[src/rtl/rom_streamer_if.sv]
// rom_streamer_if: command, ROM and output-stream signals of rom_streamer.
// csum exists only when ROM_STREAM_CSUM_EN is defined.
interface rom_streamer_if #(
  parameter int ADDR_W = 8,
  parameter int DATA_W = 32
) ();
  logic              start;
  logic [ADDR_W-1:0] base_addr;
  logic [ADDR_W:0]   length;
  logic              busy;
  logic              done;
  logic [ADDR_W-1:0] rom_address;
  logic [DATA_W-1:0] rom_q;
  logic              out_valid;
  logic              out_ready;
  logic [DATA_W-1:0] out_data;
  logic [ADDR_W-1:0] out_addr;
`ifdef ROM_STREAM_CSUM_EN
  logic [DATA_W-1:0] csum;
`endif

  modport slave (
    input  start, base_addr, length, rom_q, out_ready,
    output busy, done, rom_address, out_valid, out_data, out_addr
`ifdef ROM_STREAM_CSUM_EN
    , output csum
`endif
  );

  modport master (
    output start, base_addr, length, rom_q, out_ready,
    input  busy, done, rom_address, out_valid, out_data, out_addr
`ifdef ROM_STREAM_CSUM_EN
    , input csum
`endif
  );
endinterface

[src/rtl/rom_streamer.sv]
// rom_streamer: streams a range of a latency-L synchronous ROM as valid/ready.
// Define ROM_STREAM_CSUM_EN to add a running XOR checksum (csum) of delivered words.
module rom_streamer #(
  parameter int ADDR_W      = 8,
  parameter int DATA_W      = 32,
  parameter int ROM_LATENCY = 2,
  parameter int FIFO_DEPTH  = ROM_LATENCY + 2
) (
  input logic           clock,
  input logic           reset,
  rom_streamer_if.slave bus
);
  localparam int PW = (FIFO_DEPTH > 1) ? $clog2(FIFO_DEPTH) : 1;
  localparam int CW = $clog2(FIFO_DEPTH + 1);
  localparam int LW = ADDR_W + 1;

  typedef enum logic [1:0] {IDLE, RUN, DRAIN} state_t;

  state_t r_state;
  state_t w_next;

  logic [ADDR_W-1:0] r_base;
  logic [LW-1:0]     r_len;
  logic [LW-1:0]     r_issued;
  logic              r_busy;
  logic              r_done;
  logic [ADDR_W-1:0] r_rom_addr;
  logic              r_iss;

  logic [ROM_LATENCY-1:0] r_vld;
  logic [ADDR_W-1:0]      r_tadr [ROM_LATENCY];

  logic [CW-1:0]     r_inflight;
  logic [CW-1:0]     r_count;
  logic [PW-1:0]     r_wp;
  logic [PW-1:0]     r_rp;
  logic [DATA_W-1:0] r_mdata [FIFO_DEPTH];
  logic [ADDR_W-1:0] r_maddr [FIFO_DEPTH];

  logic              w_accept;
  logic              w_zero;
  logic              w_issue;
  logic              w_finish;
  logic              w_push;
  logic              w_pop;
  logic              w_valid;
  logic              w_credit;
  logic [CW:0]       w_occ;
  logic [ADDR_W-1:0] w_issue_addr;

  function automatic logic [PW-1:0] f_inc(input logic [PW-1:0] p);
    return (p == PW'(FIFO_DEPTH - 1)) ? '0 : p + 1'b1;
  endfunction

  assign w_valid = (r_count != '0);
  assign w_pop   = w_valid && bus.out_ready;
  assign w_push  = r_vld[ROM_LATENCY-1];

  // A slot being popped this cycle is already free for a new issue.
  assign w_occ    = {1'b0, r_inflight} + {1'b0, r_count}
                  - {{CW{1'b0}}, w_pop};
  assign w_credit = (w_occ < (CW+1)'(FIFO_DEPTH));

  // State register.
  always_ff @(posedge clock) begin
    if (reset) r_state <= IDLE;
    else       r_state <= w_next;
  end

  // Next state and per-cycle control decisions.
  always_comb begin
    w_next       = r_state;
    w_accept     = 1'b0;
    w_zero       = 1'b0;
    w_issue      = 1'b0;
    w_finish     = 1'b0;
    w_issue_addr = r_base + r_issued[ADDR_W-1:0];
    unique case (r_state)
      IDLE: begin
        if (bus.start) begin
          w_accept = 1'b1;
          if (bus.length == '0) begin
            w_zero = 1'b1;
          end else begin
            w_issue      = 1'b1;
            w_issue_addr = bus.base_addr;
            w_next       = RUN;
          end
        end
      end
      RUN: begin
        if (r_issued == r_len) w_next  = DRAIN;
        else if (w_credit)     w_issue = 1'b1;
      end
      DRAIN: begin
        if (r_inflight == '0 && r_count == '0) begin
          w_finish = 1'b1;
          w_next   = IDLE;
        end
      end
      default: w_next = IDLE;
    endcase
  end

  // Transfer bookkeeping, ROM address and status outputs.
  always_ff @(posedge clock) begin
    if (reset) begin
      r_base     <= '0;
      r_len      <= '0;
      r_issued   <= '0;
      r_busy     <= 1'b0;
      r_done     <= 1'b0;
      r_rom_addr <= '0;
      r_iss      <= 1'b0;
    end else begin
      r_done <= w_zero | w_finish;
      r_iss  <= w_issue;
      if (w_accept) begin
        r_base <= bus.base_addr;
        r_len  <= bus.length;
        r_busy <= !w_zero;
      end
      if (w_finish) r_busy <= 1'b0;
      if (w_issue) begin
        r_rom_addr <= w_issue_addr;
        r_issued   <= w_accept ? LW'(1) : r_issued + 1'b1;
      end
    end
  end

  // Tag pipeline aligning each issued address with its ROM data.
  always_ff @(posedge clock) begin
    if (reset) begin
      r_vld <= '0;
      for (int i = 0; i < ROM_LATENCY; i++) r_tadr[i] <= '0;
    end else begin
      r_vld[0]  <= r_iss;
      r_tadr[0] <= r_rom_addr;
      for (int i = 1; i < ROM_LATENCY; i++) begin
        r_vld[i]  <= r_vld[i-1];
        r_tadr[i] <= r_tadr[i-1];
      end
    end
  end

  // Reads issued but not yet landed in the FIFO.
  always_ff @(posedge clock) begin
    if (reset) r_inflight <= '0;
    else       r_inflight <= r_inflight + CW'(w_issue) - CW'(w_push);
  end

  // Output FIFO, first-word fall-through.
  always_ff @(posedge clock) begin
    if (reset) begin
      r_wp    <= '0;
      r_rp    <= '0;
      r_count <= '0;
      for (int i = 0; i < FIFO_DEPTH; i++) begin
        r_mdata[i] <= '0;
        r_maddr[i] <= '0;
      end
    end else begin
      if (w_push) begin
        r_mdata[r_wp] <= bus.rom_q;
        r_maddr[r_wp] <= r_tadr[ROM_LATENCY-1];
        r_wp          <= f_inc(r_wp);
      end
      if (w_pop) r_rp <= f_inc(r_rp);
      r_count <= r_count + CW'(w_push) - CW'(w_pop);
    end
  end

  // Credit accounting must never let the FIFO overflow.
  always_ff @(posedge clock) begin
    if (!reset && w_push && !w_pop) assert (r_count < CW'(FIFO_DEPTH));
  end

`ifdef ROM_STREAM_CSUM_EN
  logic [DATA_W-1:0] r_csum;

  // Running XOR of accepted words, restarted by each accepted start.
  always_ff @(posedge clock) begin
    if (reset)         r_csum <= '0;
    else if (w_accept) r_csum <= '0;
    else if (w_pop)    r_csum <= r_csum ^ bus.out_data;
  end

  assign bus.csum = r_csum;
`endif

  assign bus.busy        = r_busy;
  assign bus.done        = r_done;
  assign bus.rom_address = r_rom_addr;
  assign bus.out_valid   = w_valid;
  assign bus.out_data    = r_mdata[r_rp];
  assign bus.out_addr    = r_maddr[r_rp];
endmodule
[src/flat_wrapper.sv]
// flat-port wrapper written by rule: the top's interface ports become plain ports
module rom_streamer_flat 
#(
  parameter int ADDR_W      = 8,
  parameter int DATA_W      = 32,
  parameter int ROM_LATENCY = 2,
  parameter int FIFO_DEPTH  = ROM_LATENCY + 2
)
  (clock, reset, bus_start, bus_base_addr, bus_length, bus_rom_q, bus_out_ready, bus_busy, bus_done, bus_rom_address, bus_out_valid, bus_out_data, bus_out_addr);
  rom_streamer_if #(.ADDR_W(ADDR_W), .DATA_W(DATA_W)) bus_i ();
  input logic clock;
  input logic reset;
  input wire logic [$bits(bus_i.start)-1:0] bus_start;
  input wire logic [$bits(bus_i.base_addr)-1:0] bus_base_addr;
  input wire logic [$bits(bus_i.length)-1:0] bus_length;
  input wire logic [$bits(bus_i.rom_q)-1:0] bus_rom_q;
  input wire logic [$bits(bus_i.out_ready)-1:0] bus_out_ready;
  output wire logic [$bits(bus_i.busy)-1:0] bus_busy;
  output wire logic [$bits(bus_i.done)-1:0] bus_done;
  output wire logic [$bits(bus_i.rom_address)-1:0] bus_rom_address;
  output wire logic [$bits(bus_i.out_valid)-1:0] bus_out_valid;
  output wire logic [$bits(bus_i.out_data)-1:0] bus_out_data;
  output wire logic [$bits(bus_i.out_addr)-1:0] bus_out_addr;
  assign bus_i.start = bus_start;
  assign bus_i.base_addr = bus_base_addr;
  assign bus_i.length = bus_length;
  assign bus_i.rom_q = bus_rom_q;
  assign bus_i.out_ready = bus_out_ready;
  assign bus_busy = bus_i.busy;
  assign bus_done = bus_i.done;
  assign bus_rom_address = bus_i.rom_address;
  assign bus_out_valid = bus_i.out_valid;
  assign bus_out_data = bus_i.out_data;
  assign bus_out_addr = bus_i.out_addr;
  rom_streamer #(.ADDR_W(ADDR_W), .DATA_W(DATA_W), .ROM_LATENCY(ROM_LATENCY), .FIFO_DEPTH(FIFO_DEPTH)) u_core (.clock(clock), .reset(reset), .bus(bus_i));
endmodule
[config.mk]
export PLATFORM = sky130hd
export DESIGN_NAME = rom_streamer_flat
export DESIGN_NICKNAME = d
export VERILOG_FILES = /design/src/rtl/rom_streamer_if.sv /design/src/rtl/rom_streamer.sv /design/src/flat_wrapper.sv
export SDC_FILE = /design/constraint.sdc
export NUM_CORES = 1
export LEC_CHECK = 0
export CAP_MARGIN = 10
export CORE_MARGIN = 1.5
export CORE_UTILIZATION = 51
export DETAILED_ROUTE_END_ITERATION = 6
export PLACE_DENSITY_LB_ADDON = 0.05
export SYNTH_ARGS = -nofsm -noshare
export SYNTH_HDL_FRONTEND = slang
export SYNTH_SLANG_ARGS = --single-unit
[constraint.sdc]
create_clock -name clock -period 2.59 [get_ports clock]
set_input_delay 0.518 -clock clock [delete_from_list [all_inputs] [get_ports clock]]
set_output_delay 0.518 -clock clock [all_outputs]
set_load 0.01 [all_outputs]
==> metrics.yaml, run 1 <==
cts.sinks: 229
setup_ws_ps: 68.2
cts-root-buf: "clkbuf_16"
reg2reg_to: "u_core.r_inflight[2]$_SDFF_PP0_"
core_area_um2: 19500
async_flop_share_pct: 0
final_nets: 973
synth_seq_cells: 229
nFillCells: 1481
clock_skew_ps: 14.9
tightest_slew_ps: 635
place_congestion: 0.898
synthAdderAreaFrac_pct: 2.69
synthMuxAreaShare_pct: 9.28
leakagePower_nw: 4.80
slew_viol_final: 0
synth_area_um2: 10200
crit_cells: 3
drt-total-wl_um: 21800
yosys.area_share.xor_xnor_pct: 1.81
htreeDepth: 1
crit_chain: "buf_4 -> mux4_2 -> clkdlybuf4s50_1"
cp-end-kind: "output pin"
ir_worst_vdd_v: 0.000600
cp_data_arrival_time_ps: 2000
synth_top_family_by_area: "simple AND/OR/NAND/NOR gates"
ys.flop_type: "edfxtp_1"
dr.first_iter.drc_count: 386
start_kind: "flop"
drive_gt1_share_pct: 18.4
hold_path_class: "flop to flop"
rows: 51
path_buf_inv: 2
yosysWarnings: 0
netlist_top_cells_area: "edfxtp_1 (47%), dfxtp_1 (14%), and2_1 (10%)"
cp_slowest_cell: "clkdlybuf4s50_1"
ctsHoldBuffers: 0
synth_area_per_cell_um2: 13.3
die_w_um: 144
numPortBuffers: 103
fmax_mhz: 397
synthCells: 765
slowest_delay_ps: 500
insertion_delay_ps: 510
grt_pass1_vias: 6625
cts_made_buffers: 24
fin_crit_ps: 2520
cp_top_family: "buffers and inverters"
netlist.area_leader.share_pct: 47.3
die_area_um2: 20800
r2r_start: "u_core.r_count[2]$_SDFF_PP0_"
drv_cap: 0
viasPerCell: 5.38
synth-compound-area-share_pct: 4.94
yosys.area_share.simple_pct: 17.6
max_slew_margin_pct: 57.7
io_pins: 104
min_period_over_period_pct: 97.4
syn_nets: 838
grt_pass1_wl_um: 34200
crit_end: "bus_out_data[15]"
die_h_um: 144
gr-total-overflow: 0
hold_violations: 0
status: "finished, final reports clean"
synth_largest_area_cell: "edfxtp_1"
critical_path_class: "flop to output pin"
rr_worst_depth: 12
synth_edf_count: 160
cts.clk_slew.worst_paths_ps: 60
worstPathMaxFanout: 5
cts_tree: "done"
grt_max_degree: 68
cts_buffer_depth: 3
wl_per_cell_um: 18.4
final_core_util_pct: 65.1
crit_required_ps: 2070
vias: 6370
drtPass1Iterations: 4
drcViolationCount: 0
pre_cts_slack_ps: -384
power_density_nw_per_um2: 815
antenna_found_initial: 0
yosys.cell_types.count: 58
setup_viol: 0
synth_seq_area_share_pct: 60.9
place_hpwl_um: 13600
rsz0062_at_grt: "true"
start_util_pct: 52.2
drtAntennaViolNets: 0
grt_use_total_pct: 21.5
areaGrowthSynthToFinish_pct: 24.8
n_antenna_cell: 0
rrSetupSlack_ps: 120
==> sequential cells by signal (all words and copies together) (netlist names), named ones only <==
signal and flops:
u_core.r_rp 2, u_core.r_inflight 3, u_core.r_wp 2, u_core.r_vld 2
u_core.r_mdata 128, u_core.r_count 3, u_core.r_tadr 16, u_core.r_iss 1
u_core.r_state 2, u_core.bus.done 1, u_core.r_len 9, u_core.r_base 8
u_core.bus.busy 1, u_core.bus.rom_address 8, u_core.r_maddr 32, u_core.r_issued 9
==> per-layer routing <==
layer | GRT usage (%) | part of all wire (%)
met1 | 27.2 | 42
met2 | 38.9 | 52
met3 | 2.45 | 4.5
met4 | 6.07 | 1.7
met5 | 0 | 0
==> area by class of cell <==
type                            instances  area [um^2]  area share, %
Sequential cell                       229         6200           48.9
Timing Repair Buffer                  155         1480           11.7
Clock buffer                           39          758           5.98
Multi-Input combinational cell        470         3780           29.8
Tap cell                              265          332           2.62
Inverter                               20         75.1          0.592
Clock inverter                          5         50.0          0.395
==> cell families after synthesis <==
kind of cell / count (synthesis)
buf+inv: 66
simple gates: 316
xor+xnor: 21
compound gates: 69
fa+ha+maj: 20
mux: 44
flops: 229
==> repair_timing <==
item | 4_1_cts | 5_1_grt
resized for setup | 41 | 9
setup endpoints to repair | 41 | 9
pin swaps | 0 | 3
endpoints found under the hold margin | 0 | 0
setup buffers | 6 | 2
==> stage by stage <==
step           TNS, ps  total power [W]  hold WS [ps]  instances  area, um^2
4_1_cts              0           0.0104           435       1181       12600
3_5_place_dp      -914          0.00697           425       1131       11800
2_1_floorplan     -208          0.00588           414        765       10200
5_1_grt          -6.56           0.0108           451       1183       12700
3_3_place_gp      -629          0.00689           416       1131       11800
6_report             0           0.0103           432       1183       12700
==> how the worst min path moves through the flow <==
stage / from / end / slack, ps / depth (start not counted)
5_1_grt: u_core.r_tadr[0][0]$_SDFF_PP0_ / u_core.r_tadr[0][8]$_SDFF_PP0_ / 450 / 1
6_report: u_core.r_tadr[0][0]$_SDFF_PP0_ / u_core.r_tadr[0][8]$_SDFF_PP0_ / 430 / 1
4_1_cts: u_core.r_tadr[0][0]$_SDFF_PP0_ / u_core.r_tadr[0][8]$_SDFF_PP0_ / 440 / 1
2_1_floorplan: u_core.r_tadr[0][2]$_SDFF_PP0_ / u_core.r_tadr[0][10]$_SDFF_PP0_ / 410 / 1
3_3_place_gp: u_core.r_tadr[0][5]$_SDFF_PP0_ / u_core.r_tadr[0][13]$_SDFF_PP0_ / 420 / 1
3_5_place_dp: u_core.r_tadr[0][3]$_SDFF_PP0_ / u_core.r_tadr[0][11]$_SDFF_PP0_ / 430 / 1
==> Yosys cell counts, types with 6 or more instances <==
cell,count
ha_1,17
nand2_1,51
buf_2,7
o21ai_0,6
clkbuf_1,35
or3_1,7
nor2_1,24
edfxtp_1,160
mux4_2,40
inv_1,20
xnor2_1,17
a21oi_1,26
dfxtp_1,69
nor3_1,6
nand3_1,16
and2_1,162
nor2b_1,24
==> placed cells by master, fill, tap and decap left out, drive strengths merged, types with 20 or more instances in the layout <==
master and instances:
and2 162, edfxtp 160, dfxtp 69, clkdlybuf4s50 63, buf 53, nand2 51
mux4 40, clkbuf 39, dlygate4sd2 37, a21oi 26, nor2 24, nor2b 24
inv 20
==> power breakdown <==
part           internal (W)  total (W)  switching [W]
Sequential          0.00416    0.00429       0.000131
Combinational       0.00134    0.00259        0.00125
Clock               0.00209    0.00345        0.00135
Total               0.00759     0.0103        0.00273
Note: power is estimated with default switching activity, not from simulation.
==> inputs of run 2 (changes only) <==
--- a/config.mk
+++ b/config.mk
@@ -5,7 +5,6 @@
 export SDC_FILE = /design/constraint.sdc
 export NUM_CORES = 1
 export LEC_CHECK = 0
-export CAP_MARGIN = 10
 export CORE_MARGIN = 1.5
 export CORE_UTILIZATION = 51
 export DETAILED_ROUTE_END_ITERATION = 6
==> results of run 2 <==
Final layout, timing and power as in run 1 (identical DEF).
